## config.mk

```make
export PLATFORM = sky130hd
export DESIGN_NAME = reg_bus_arbiter
export DESIGN_NICKNAME = d
export VERILOG_FILES = /design/src/rtl/reg_bus_arbiter_pkg.sv /design/src/rtl/reg_bus_arbiter.sv
export SDC_FILE = /design/constraint.sdc
export NUM_CORES = 1
export LEC_CHECK = 0
export CORE_AREA = 4 4 122 124
export CTS_CLUSTER_SIZE = 20
export DETAILED_ROUTE_END_ITERATION = 8
export DIE_AREA = 0 0 126 128
export HOLD_SLACK_MARGIN = 0.08
export PLACE_DENSITY = 0.55
export SYNTH_ARGS = -nofsm -noshare
export SYNTH_HDL_FRONTEND = slang
export SYNTH_SLANG_ARGS = --single-unit
```

## constraint.sdc

```tcl
create_clock -name clk_i -period 1.6 [get_ports clk_i]
set_input_delay 0.4 -clock clk_i [delete_from_list [all_inputs] [get_ports clk_i]]
set_output_delay 0.4 -clock clk_i [all_outputs]
set_load 0.01 [all_outputs]
```

## src/rtl/reg_bus_arbiter_pkg.sv

```systemverilog
// Register-bus payload types shared by the arbiter and its requesters/target.
package reg_bus_arbiter_pkg;

    localparam int unsigned ADDR_W = 32;
    localparam int unsigned DATA_W = 32;
    localparam int unsigned STRB_W = DATA_W / 8;

    typedef struct packed {
        logic [ADDR_W-1:0] addr;
        logic              write;
        logic [DATA_W-1:0] wdata;
        logic [STRB_W-1:0] wstrb;
        logic              valid;
    } reg_req_t;

    typedef struct packed {
        logic [DATA_W-1:0] rdata;
        logic              error;
        logic              ready;
    } reg_rsp_t;

endpackage

```

## src/rtl/reg_bus_arbiter.sv

```systemverilog
// Round-robin arbiter sharing one register-bus target between N_REQ requesters.
// Optional watchdog termination is compiled in with `define REG_ARB_TIMEOUT_EN.
module reg_bus_arbiter #(
    parameter int unsigned N_REQ          = 2,
    parameter int unsigned TIMEOUT_CYCLES = 256,
    parameter type         reg_req_t      = reg_bus_arbiter_pkg::reg_req_t,
    parameter type         reg_rsp_t      = reg_bus_arbiter_pkg::reg_rsp_t,
    localparam int unsigned IDX_W         = (N_REQ > 1) ? $clog2(N_REQ) : 1
) (
    input  logic             clk_i,
    input  logic             rst_ni,
    input  reg_req_t         req_i [N_REQ],
    output reg_rsp_t         rsp_o [N_REQ],
    output reg_req_t         reg_req_o,
    input  reg_rsp_t         reg_rsp_i,
    output logic             busy_o,
    output logic [IDX_W-1:0] gnt_idx_o,
    output logic             timeout_o
);

    typedef enum logic {
        IDLE = 1'b0,
        BUSY = 1'b1
    } state_e;

    if (N_REQ < 1) begin : g_chk_n_req
        $error("reg_bus_arbiter: N_REQ must be at least 1");
    end
    if (TIMEOUT_CYCLES < 2) begin : g_chk_timeout
        $error("reg_bus_arbiter: TIMEOUT_CYCLES must be at least 2");
    end

    state_e           state_q;
    logic [IDX_W-1:0] gnt_q;
    logic [IDX_W-1:0] ptr_q;
    logic [IDX_W-1:0] ptr_nxt;
    logic [IDX_W-1:0] win_idx;
    logic             win_found;
    reg_req_t         cur_req;
    logic             busy;
    logic             complete;
    logic             abort;
    logic             fire;

    // Winner search: first valid requester at or above ptr_q, wrapping.
    always_comb begin
        int unsigned k;
        win_found = 1'b0;
        win_idx   = '0;
        k         = 0;
        for (int unsigned i = 0; i < N_REQ; i++) begin
            k = (32'(ptr_q) + i) % N_REQ;
            if (!win_found && req_i[IDX_W'(k)].valid) begin
                win_found = 1'b1;
                win_idx   = IDX_W'(k);
            end
        end
    end

    assign ptr_nxt  = (gnt_q == IDX_W'(N_REQ - 1)) ? '0 : gnt_q + IDX_W'(1);
    assign busy     = (state_q == BUSY);
    assign cur_req  = req_i[gnt_q];
    assign complete = busy && cur_req.valid && reg_rsp_i.ready;
    assign abort    = busy && !cur_req.valid;

`ifdef REG_ARB_TIMEOUT_EN
    localparam int unsigned CNT_W = $clog2(TIMEOUT_CYCLES + 1);

    logic [CNT_W-1:0] cnt_q;

    // An aborting requester takes precedence: nothing is returned in that case.
    assign fire = busy && cur_req.valid && !reg_rsp_i.ready &&
                  (cnt_q == CNT_W'(TIMEOUT_CYCLES - 1));

    always_ff @(posedge clk_i or negedge rst_ni) begin
        if (!rst_ni) begin
            cnt_q <= '0;
        end else if (!busy) begin
            cnt_q <= '0;
        end else if (!complete && (cnt_q != CNT_W'(TIMEOUT_CYCLES))) begin
            cnt_q <= cnt_q + CNT_W'(1);
        end
    end
`else
    assign fire = 1'b0;
`endif

    // Controller state, grant and round-robin pointer.
    always_ff @(posedge clk_i or negedge rst_ni) begin
        if (!rst_ni) begin
            state_q <= IDLE;
            gnt_q   <= '0;
            ptr_q   <= '0;
        end else begin
            case (state_q)
                IDLE: begin
                    if (win_found) begin
                        gnt_q   <= win_idx;
                        state_q <= BUSY;
                    end
                end
                BUSY: begin
                    if (complete || fire) begin
                        ptr_q   <= ptr_nxt;
                        state_q <= IDLE;
                    end else if (abort) begin
                        state_q <= IDLE;
                    end
                end
                default: state_q <= IDLE;
            endcase
        end
    end

    // Request forwarding and response steering; only the grantee sees the target.
    always_comb begin
        reg_req_o = '0;
        for (int unsigned k = 0; k < N_REQ; k++) begin
            rsp_o[k] = '0;
        end
        if (busy) begin
            reg_req_o      = cur_req;
            rsp_o[gnt_q]   = reg_rsp_i;
            if (fire) begin
                reg_req_o.valid    = 1'b0;
                rsp_o[gnt_q]       = '0;
                rsp_o[gnt_q].error = 1'b1;
                rsp_o[gnt_q].ready = 1'b1;
            end
        end
    end

    assign busy_o    = busy;
    assign gnt_idx_o = gnt_q;
    assign timeout_o = fire;

endmodule

```

==> results of run 1 <==
## worst max-delay path: cells and delay by family (launching register included)
kind	cells	cell delay, ns
muxes	1	0.12
DFF	1	0.50
and+or+nand+nor	1	0.12
buffers and inverters	4	0.57
## cells in the mapped netlist
cell | n | area, um2
nor2b_1 | 73 | 457
buf_2 | 3 | 15.0
o22ai_1 | 1 | 6.26
conb_1 | 1 | 3.75
and2_1 | 34 | 213
mux2i_1 | 70 | 701
buf_4 | 9 | 67.6
nand3_1 | 1 | 5.00
a2bb2oi_1 | 1 | 8.76
dfrtp_1 | 3 | 75.1
nor2_1 | 1 | 3.75
buf_6 | 1 | 11.3
nand2_1 | 1 | 3.75
and3_1 | 34 | 213
and4b_1 | 1 | 10.0
a211o_1 | 1 | 8.76
clkbuf_1 | 15 | 56.3
nor2b_4 | 1 | 13.8
## layout make-up
| type | count | area share (%) |
|---|---|---|
| Timing Repair Buffer | 348 | 59.5 |
| Multi-Input combinational cell | 220 | 33.3 |
| Tap cell | 180 | 4.26 |
| Sequential cell | 3 | 1.51 |
| Clock buffer | 4 | 1.49 |
## routing by layer
layer | vias to the layer above | global-route usage (%)
met3 | 8 | 5.54
li1 | 1495 | -
met5 | - | 0
met4 | 0 | 1.58
met1 | 1379 | 16.3
met2 | 160 | 25.1
## sequential cells by signal, indices dropped and copies added (netlist names)
signal     flops
gnt_idx_o      1
busy_o         1
ptr_q          1
## cells by family after synthesis
| group | share of synthesized area (%) |
|---|---|
| compound gates | 1.27 |
| buf+inv | 8.02 |
| flops | 4.01 |
| mux | 37.4 |
| other cells | 0.200 |
| simple gates | 49.1 |
## final timing paths
path	from	endpoint	slack (ns)	cells after the start
setup / recovery	gnt_idx_o	reg_req_o[46]	-0.33	6
hold / removal	rst_ni	ptr_q	0.36	1
setup reg to reg	gnt_idx_o	busy_o	0.29	5
hold reg to reg	ptr_q	ptr_q	0.53	1
max in group asynchronous	rst_ni	gnt_idx_o	1.08	1
min in group clk_i	ptr_q	ptr_q	0.53	1
## per-stage QoR
stage | instance area [um2] | hold WS (ns)
finish | 5290 | 0.361
global route | 5290 | 0.366
detailed placement | 5290 | 0.505
floorplan | 1870 | 0.104
global placement | 5290 | 0.495
CTS | 5190 | 0.363
## timing repair
| action | 4_1_cts | 5_1_grt |
|---|---|---|
| cloned | 7 | 1 |
| pin swaps | 0 | 4 |
| endpoints found under the setup margin | 140 | 140 |
| buffers inserted | 14 | 3 |
| resized for setup | 566 | 76 |
## power groups by stage
| stage | clock, mW | sequential (mW) | combinational, mW |
|---|---|---|---|
| final | 0.398 | 0.163 | 5.62 |
| after global routing | 0.420 | 0.168 | 6.05 |
| after CTS | 0.405 | 0.163 | 5.58 |
| after detailed placement | 0 | 0.229 | 5.34 |
| after global placement | 0 | 0.228 | 5.33 |
| after floorplan | 0 | 0.137 | 2.57 |
==> impl_metrics.csv, run 1 <==
group,metric,value,unit
clocking,htreeDepth,1,
logic_synthesis,syn-mean-instance-area,7.46,um2
sta,setup-violations-final,139,
sta,fin_crit_sh,121,%
finish,register_area,80.1,um2
setup_path,critPathRequiredTime,1.20,ns
place,placement.io_buffers,315,
global_routing,grtUsageTotal,14.0,%
detailed_routing,drt-met1-wl,4800,um
setup_path,cp_slowest_cell,"dfrtp_4",
setup_path,critical_path_arrival,1.53,ns
detailed_routing,dr_wl_met2,6310,um
detailed_routing,postRouteAntennaNets,0,
sta,fin_tns_setup,-32.38,ns
floorplan,num_rows,43,
floorplan,initial_core_util,13.6,%
logic_synthesis,ys_types,18,
detailed_routing,wirelength,12400,um
detailed_routing,wl_met3,1190,um
power,p_sw,2.55,mW
logic_synthesis,yosysWarnings,0,
sta,setup_slack,-0.329,ns
global_routing,grt_pass1_wl,18300,um
global_routing,antenna_found_initial,0,
logic_synthesis,synthCells,251,
clocking,cts_tree,"built",
logic_synthesis,synth_nets,427,
logic_synthesis,synth_seq_cells,3,
global_routing,grt_max_degree,51,
clocking,cts_buffer_depth,2,
place,dp_hpwl,9760,um
sta,hold_viol,0,
power,p_leak,2.67,nW
finish,layout_commonest_cell,"clkdlybuf4s50_1",
logic_synthesis,ys_seq_area_share,4.01,%
floorplan,die_h,128,um
power,ir_drop,0.498,mV
clocking,clock_sinks,3,
setup_path,path_common_cell,"buf_12",
power,total_power,6.18,mW
place,pre_cts_ws,-0.492,ns
detailed_routing,vias_per_cell,4.03,
power,internal_power,3.63,mW
power,comb_power_share,90.9,%
finish,multi_input_area,1760,um2
flow_run,cap_violations,0,
outcome,violations,"negative setup slack",
outcome,run_status,"complete, but fails checks",
detailed_routing,highest_layer,"met4",
sta,slew_viol_final,0,
finish,fin_util,38.4,%
place,gp_congestion,0.841,
clocking,clkLatencyLatePin,0.22,ns
sta,finClkSkew,0.00194,ns
finish,layout-drive-gt1-share,36.3,%
detailed_routing,wl_per_cell,16.4,um
place,dp_cells,733,
sta,fmax,0.518,GHz
detailed_routing,drt-pass1-iter-count,4,
floorplan,die_w,126,um
floorplan,io_pins,317,
finish,insertedDiodeCount,0,
finish,final_cell_count_no_fill,755,
global_routing,grt_overflow_total,0,
global_routing,grt_pass1_vias,3175,
sta,rsz0062_at_grt,"true",
power,p_sw_share,41.3,%
power,power.share.clock,6.4,%
floorplan,dieArea,16100,um2
setup_path,worst_setup_path_start_kind,"flop",
detailed_routing,drc,0,
clocking,cts_root_buffer,"clkbuf_16",
power,p_seq_share,2.6,%
setup_path,path_class,"reg -> out",
detailed_routing,vias,3042,
finish,layout_common_cells,"clkdlybuf4s50_1 (175), buf_2 (107), nor2b_1 (73)",
finish,num-fill-cells,1463,
detailed_routing,drt_iter0_markers,54,
clocking,hold_buffers,0,
floorplan,coreArea,13800,um2
setup_path,cp_cell_sequence,"buf_12 > buf_12 > buf_16 > mux2i_1 > nor2b_1 > buf_2",
setup_path,max_stage_delay,0.50,ns
hold_path,hold_class,"in -> async",
setup_path,end_kind,"output pin",
finish,syn2layout_area_growth,183,%
power,p_per_area,1170,nW/um2
logic_synthesis,syn_area,1870,um2
sta,fin_crit,1.93,ns
finish,nets,752,
clocking,numCtsBuffers,3,
clocking,clkTransAtPathRegs,0.03,ns
setup_path,crit_path_max_fanout,8,
No activity file was read; power rests on OpenSTA's default activity.
==> inputs of run 2 (changes only) <==
--- a/config.mk
+++ b/config.mk
@@ -10,7 +10,7 @@
 export DETAILED_ROUTE_END_ITERATION = 8
 export DIE_AREA = 0 0 126 128
 export HOLD_SLACK_MARGIN = 0.08
-export PLACE_DENSITY = 0.55
+export PLACE_DENSITY = 0.62
 export SYNTH_ARGS = -nofsm -noshare
 export SYNTH_HDL_FRONTEND = slang
 export SYNTH_SLANG_ARGS = --single-unit
==> impl_metrics.csv, run 2 (synthesis results as in run 1) <==
group,metric,value,unit
global_routing,grt_pass1_vias,3477,
clocking,numCtsBuffers,3,
finish,postLayoutCellArea,5980,um2
setup_path,path_common_cell,"buf_12",
floorplan,die_w,126,um
setup_path,rr_worst_depth,6,
place,dpl_cell_area,5350,um2
floorplan,num_rows,43,
detailed_routing,vias,3201,
finish,fin_util,43.4,%
clocking,clkTransAtPathRegs,0.03,ns
setup_path,cp_slowest_cell,"dfrtp_4",
clocking,clkLatencyLatePin,0.22,ns
floorplan,io_pins,317,
clocking,htreeDepth,1,
place,dp_cells,739,
finish,final_cell_count_no_fill,780,
place,dp_hpwl,9650,um
sta,slew_viol_final,0,
power,p_leak,2.87,nW
sta,fin_tns_setup,-37.72,ns
floorplan,coreArea,13800,um2
finish,layout_common_cells,"clkdlybuf4s50_1 (175), buf_2 (82), buf_6 (75)",
detailed_routing,drc,0,
clocking,cts_root_buffer,"clkbuf_16",
floorplan,dieArea,16100,um2
setup_path,worst_setup_path_start_kind,"flop",
hold_path,hold_class,"in -> async",
finish,syn2layout_area_growth,219,%
place,placement.io_buffers,315,
setup_path,max_stage_delay,0.50,ns
place,gp_congestion,0.841,
detailed_routing,postRouteAntennaNets,0,
sta,setup-violations-final,139,
sta,rsz0062_at_grt,"true",
setup_path,critPathRequiredTime,1.20,ns
setup_path,r2r-end,"ptr_q",
power,p_per_area,1280,nW/um2
setup_path,r2r-start,"gnt_idx_o",
clocking,clock_sinks,3,
sta,fin_crit,2.01,ns
setup_path,rrSetupSlack,0.11,ns
detailed_routing,drt-pass1-iter-count,4,
floorplan,initial_core_util,13.6,%
sta,fin_crit_sh,125,%
clocking,cts_tree,"built",
detailed_routing,drt_iter0_markers,39,
setup_path,critical_path_arrival,1.61,ns
finish,num-fill-cells,1379,
setup_path,path_class,"reg -> out",
finish,layout_commonest_cell,"clkdlybuf4s50_1",
global_routing,grtUsageTotal,14.1,%
setup_path,crit_path_max_fanout,5,
flow_run,cap_violations,0,
sta,hold_viol,0,
setup_path,cp_cell_sequence,"buf_12 > nor2b_4 > buf_6 > buf_12 > buf_16 > and2_1 > buf_2",
global_routing,grt_overflow_total,0,
sta,setup_slack,-0.408,ns
global_routing,grt_max_degree,49,
detailed_routing,wl_per_cell,16.1,um
outcome,violations,"negative setup slack",
detailed_routing,wirelength,12600,um
power,ir_drop,0.650,mV
sta,finClkSkew,0.00192,ns
global_routing,antenna_found_initial,0,
setup_path,end_kind,"output pin",
floorplan,die_h,128,um
sta,fmax,0.498,GHz
power,total_power,7.64,mW
outcome,run_status,"complete, but fails checks",
global_routing,grt_pass1_wl,18500,um
finish,layout-drive-gt1-share,44.5,%
clocking,cts_buffer_depth,2,
finish,insertedDiodeCount,0,
detailed_routing,vias_per_cell,4.10,
finish,nets,777,
==> run 2: cell count changes in the layout (fill, tap and decap cells not counted), moves of 2 or more <==
cell	previous run	this run
mux2i_1	66	62
and2_1	20	9
buf_4	16	12
mux2i_2	4	6
buf_2	107	82
buf_16	6	9
and3_4	13	31
and3_1	21	3
buf_6	30	75
buf_8	0	10
and2_4	14	25
mux2i_4	0	2
clkdlybuf4s15_2	2	0
==> run 2: routing by layer <==
layer  GRT usage, %  share of wire [%]  wire length, um
met2           27.6                 54             6750
met3           4.71                9.4             1180
met4           3.22                1.7              211
met5              0                  0                0
met1           14.5                 35             4410
==> run 2: critical path, delay by kind of cell (launching register included) <==
family	cells	cell delay (ns)
DFF	1	0.50
and+or+nand+nor	2	0.23
buffers and inverters	5	0.65
==> run 2: report_power, final <==
| group | switching [mW] | internal, mW | leakage, nW |
|---|---|---|---|
| sequential | 0.0544 | 0.119 | 0.0309 |
| clock | 0.0677 | 0.329 | 0.0382 |
| combinational | 2.76 | 4.31 | 2.80 |
==> run 2: stage by stage <==
| stage | hold slack (ns) | setup WS [ns] |
|---|---|---|
| floorplan | 0.104 | 0.0583 |
| global placement | 0.492 | -0.518 |
| detailed placement | 0.526 | -0.523 |
| CTS | 0.375 | -0.427 |
| global route | 0.387 | -0.456 |
| finish | 0.370 | -0.408 |
==> run 2: how the worst max path moves through the flow <==
stage,cells after the start,slack (ns),end,from
5_1_grt,7,-0.46,rsp_o[52],gnt_idx_o
6_report,7,-0.41,rsp_o[46],gnt_idx_o
3_5_place_dp,4,-0.52,reg_req_o[0],req_i[0]
3_3_place_gp,4,-0.52,reg_req_o[0],req_i[0]
2_1_floorplan,4,0.06,reg_req_o[69],busy_o
4_1_cts,7,-0.43,reg_req_o[57],gnt_idx_o
==> run 2: cell type report <==
| class | instances | area, um2 | share of cell area, % |
|---|---|---|---|
| Clock buffer | 4 | 78.8 | 1.32 |
| Sequential cell | 3 | 80.1 | 1.34 |
| Multi-Input combinational cell | 220 | 1910 | 32.0 |
| Timing Repair Buffer | 373 | 3680 | 61.6 |
| Tap cell | 180 | 225 | 3.77 |
==> run 2: timing repair <==
item                                    4_1_cts  5_1_grt
pin swaps                                     5       10
endpoints found under the setup margin      140      139
gates cloned                                 12        1
hold buffers                                  0        0
resized for setup                           658       82
buffers inserted                             22        9
==> inputs of run 3 (changes only) <==
--- a/config.mk
+++ b/config.mk
@@ -10,7 +10,7 @@
 export DETAILED_ROUTE_END_ITERATION = 8
 export DIE_AREA = 0 0 126 128
 export HOLD_SLACK_MARGIN = 0.08
-export PLACE_DENSITY = 0.62
+export PLACE_DENSITY = 0.57
 export SYNTH_ARGS = -nofsm -noshare
 export SYNTH_HDL_FRONTEND = slang
 export SYNTH_SLANG_ARGS = --single-unit
==> impl_metrics.csv, run 3 (synthesis results as in run 1) <==
group,metric,value,unit
power,p_per_area,1210,nW/um2
clocking,clock_sinks,3,
finish,postLayoutCellArea,5590,um2
sta,setup-violations-final,139,
setup_path,path_buf_inv,4,
sta,finClkSkew,0.000243,ns
finish,layout_commonest_cell,"clkdlybuf4s50_1",
finish,layout-drive-gt1-share,37.1,%
setup_path,r2r-end,"ptr_q",
detailed_routing,wl_per_cell,17.6,um
power,p_leak,2.80,nW
setup_path,rr_worst_depth,3,
clocking,clkLatencyLatePin,0.22,ns
setup_path,max_stage_delay,0.49,ns
clocking,cts_tree,"built",
detailed_routing,vias_per_cell,4.07,
power,ir_drop,0.522,mV
sta,slew_viol_final,0,
clocking,numCtsBuffers,3,
hold_path,hold_class,"in -> async",
setup_path,critical_path_arrival,1.59,ns
setup_path,cp_cell_sequence,"buf_6 > buf_6 > buf_4 > and3_1 > dlygate4sd2_1",
floorplan,io_pins,317,
floorplan,initial_core_util,13.6,%
clocking,cts_buffer_depth,2,
finish,syn2layout_area_growth,199,%
place,placement.io_buffers,315,
setup_path,rrSetupSlack,0.29,ns
place,dp_hpwl,9980,um
detailed_routing,drt_iter0_markers,45,
place,gp_congestion,0.843,
floorplan,num_rows,43,
clocking,hold_buffers,0,
sta,rsz0062_at_grt,"true",
detailed_routing,drt-pass1-iter-count,4,
global_routing,grtUsageTotal,15.1,%
finish,fin_util,40.6,%
floorplan,die_h,128,um
detailed_routing,vias,3090,
clocking,htreeDepth,1,
global_routing,grt_pass1_wl,19200,um
floorplan,dieArea,16100,um2
floorplan,coreArea,13800,um2
setup_path,path_common_cell,"buf_6",
finish,nets,757,
flow_run,cap_violations,0,
setup_path,cp_top_family,"buffers and inverters",
setup_path,critPathRequiredTime,1.20,ns
sta,fin_crit,1.99,ns
sta,setup_slack,-0.386,ns
power,total_power,6.78,mW
finish,num-fill-cells,1399,
setup_path,path_class,"reg -> out",
outcome,run_status,"complete, but fails checks",
setup_path,worst_setup_path_start_kind,"flop",
detailed_routing,postRouteAntennaNets,0,
setup_path,end_kind,"output pin",
global_routing,antenna_found_initial,0,
floorplan,die_w,126,um
clocking,clkTransAtPathRegs,0.03,ns
global_routing,grt_overflow_total,0,
sta,fin_tns_setup,-35.94,ns
setup_path,crit_path_max_fanout,10,
place,dpl_cell_area,5300,um2
outcome,violations,"negative setup slack",
finish,layout_common_cells,"clkdlybuf4s50_1 (175), buf_2 (83), nor2b_1 (73)",
global_routing,grt_pass1_vias,3271,
clocking,cts_root_buffer,"clkbuf_16",
finish,insertedDiodeCount,0,
sta,hold_viol,0,
detailed_routing,wirelength,13400,um
detailed_routing,drc,0,
sta,fin_crit_sh,124,%
global_routing,grt_max_degree,41,
sta,hold_slack,0.363,ns
setup_path,cp_slowest_cell,"dfrtp_4",
sta,fmax,0.503,GHz
setup_path,r2r-start,"busy_o",
## run 3: cell types whose count changed in the layout (fill, tap and decap cells not counted), moves of 7 or more
cell,delta
buf_6,-35
buf_8,-7
and2_1,-7
clkdlybuf4s15_2,+12
and2_4,+7
and3_4,-30
and3_1,+30
## run 3: layout make-up
type	count	area, um2	area share (%)
Tap cell	180	225	4.03
Timing Repair Buffer	353	3430	61.3
Clock buffer	4	78.8	1.41
Sequential cell	3	80.1	1.43
Multi-Input combinational cell	220	1780	31.8
## run 3: worst max path at each step
stage / start / to / depth (start not counted)
floorplan: busy_o / reg_req_o[69] / 4
global placement: req_i[0] / reg_req_o[0] / 4
detailed placement: req_i[0] / reg_req_o[0] / 4
CTS: gnt_idx_o / reg_req_o[63] / 5
global route: gnt_idx_o / reg_req_o[48] / 5
finish: gnt_idx_o / rsp_o[23] / 5
## run 3: worst register-to-register path: cells and delay by family (launching register included)
family                 cells  cell delay [ns]
AOI/OAI and AO/OA          1             0.22
buffers and inverters      1             0.32
DFF                        1             0.43
and+or+nand+nor            1             0.22
## run 3: metal layers
layer	part of all wire, %	track usage, %
met5	0	0
met1	40	17.9
met3	6.2	2.58
met2	53	28.2
met4	1.2	3.28
## run 3: what timing repair did
item                                   in CTS  in global routing
pin swaps                                  14                 14
endpoints found under the hold margin       0                  0
resized for setup                         526                 97
cloned                                     11                  0
setup buffers                              15                  2
setup endpoints to repair                 140                140
## run 3: through the flow
stage	std cells	setup WS, ns
after floorplan	251	0.0583
after global placement	732	-0.542
after detailed placement	732	-0.579
after CTS	762	-0.398
after global routing	760	-0.430
final	760	-0.386
## run 3: power by group
part	internal (mW)	switching [mW]
clock network	0.329	0.0659
registers	0.119	0.0400
logic	3.64	2.58
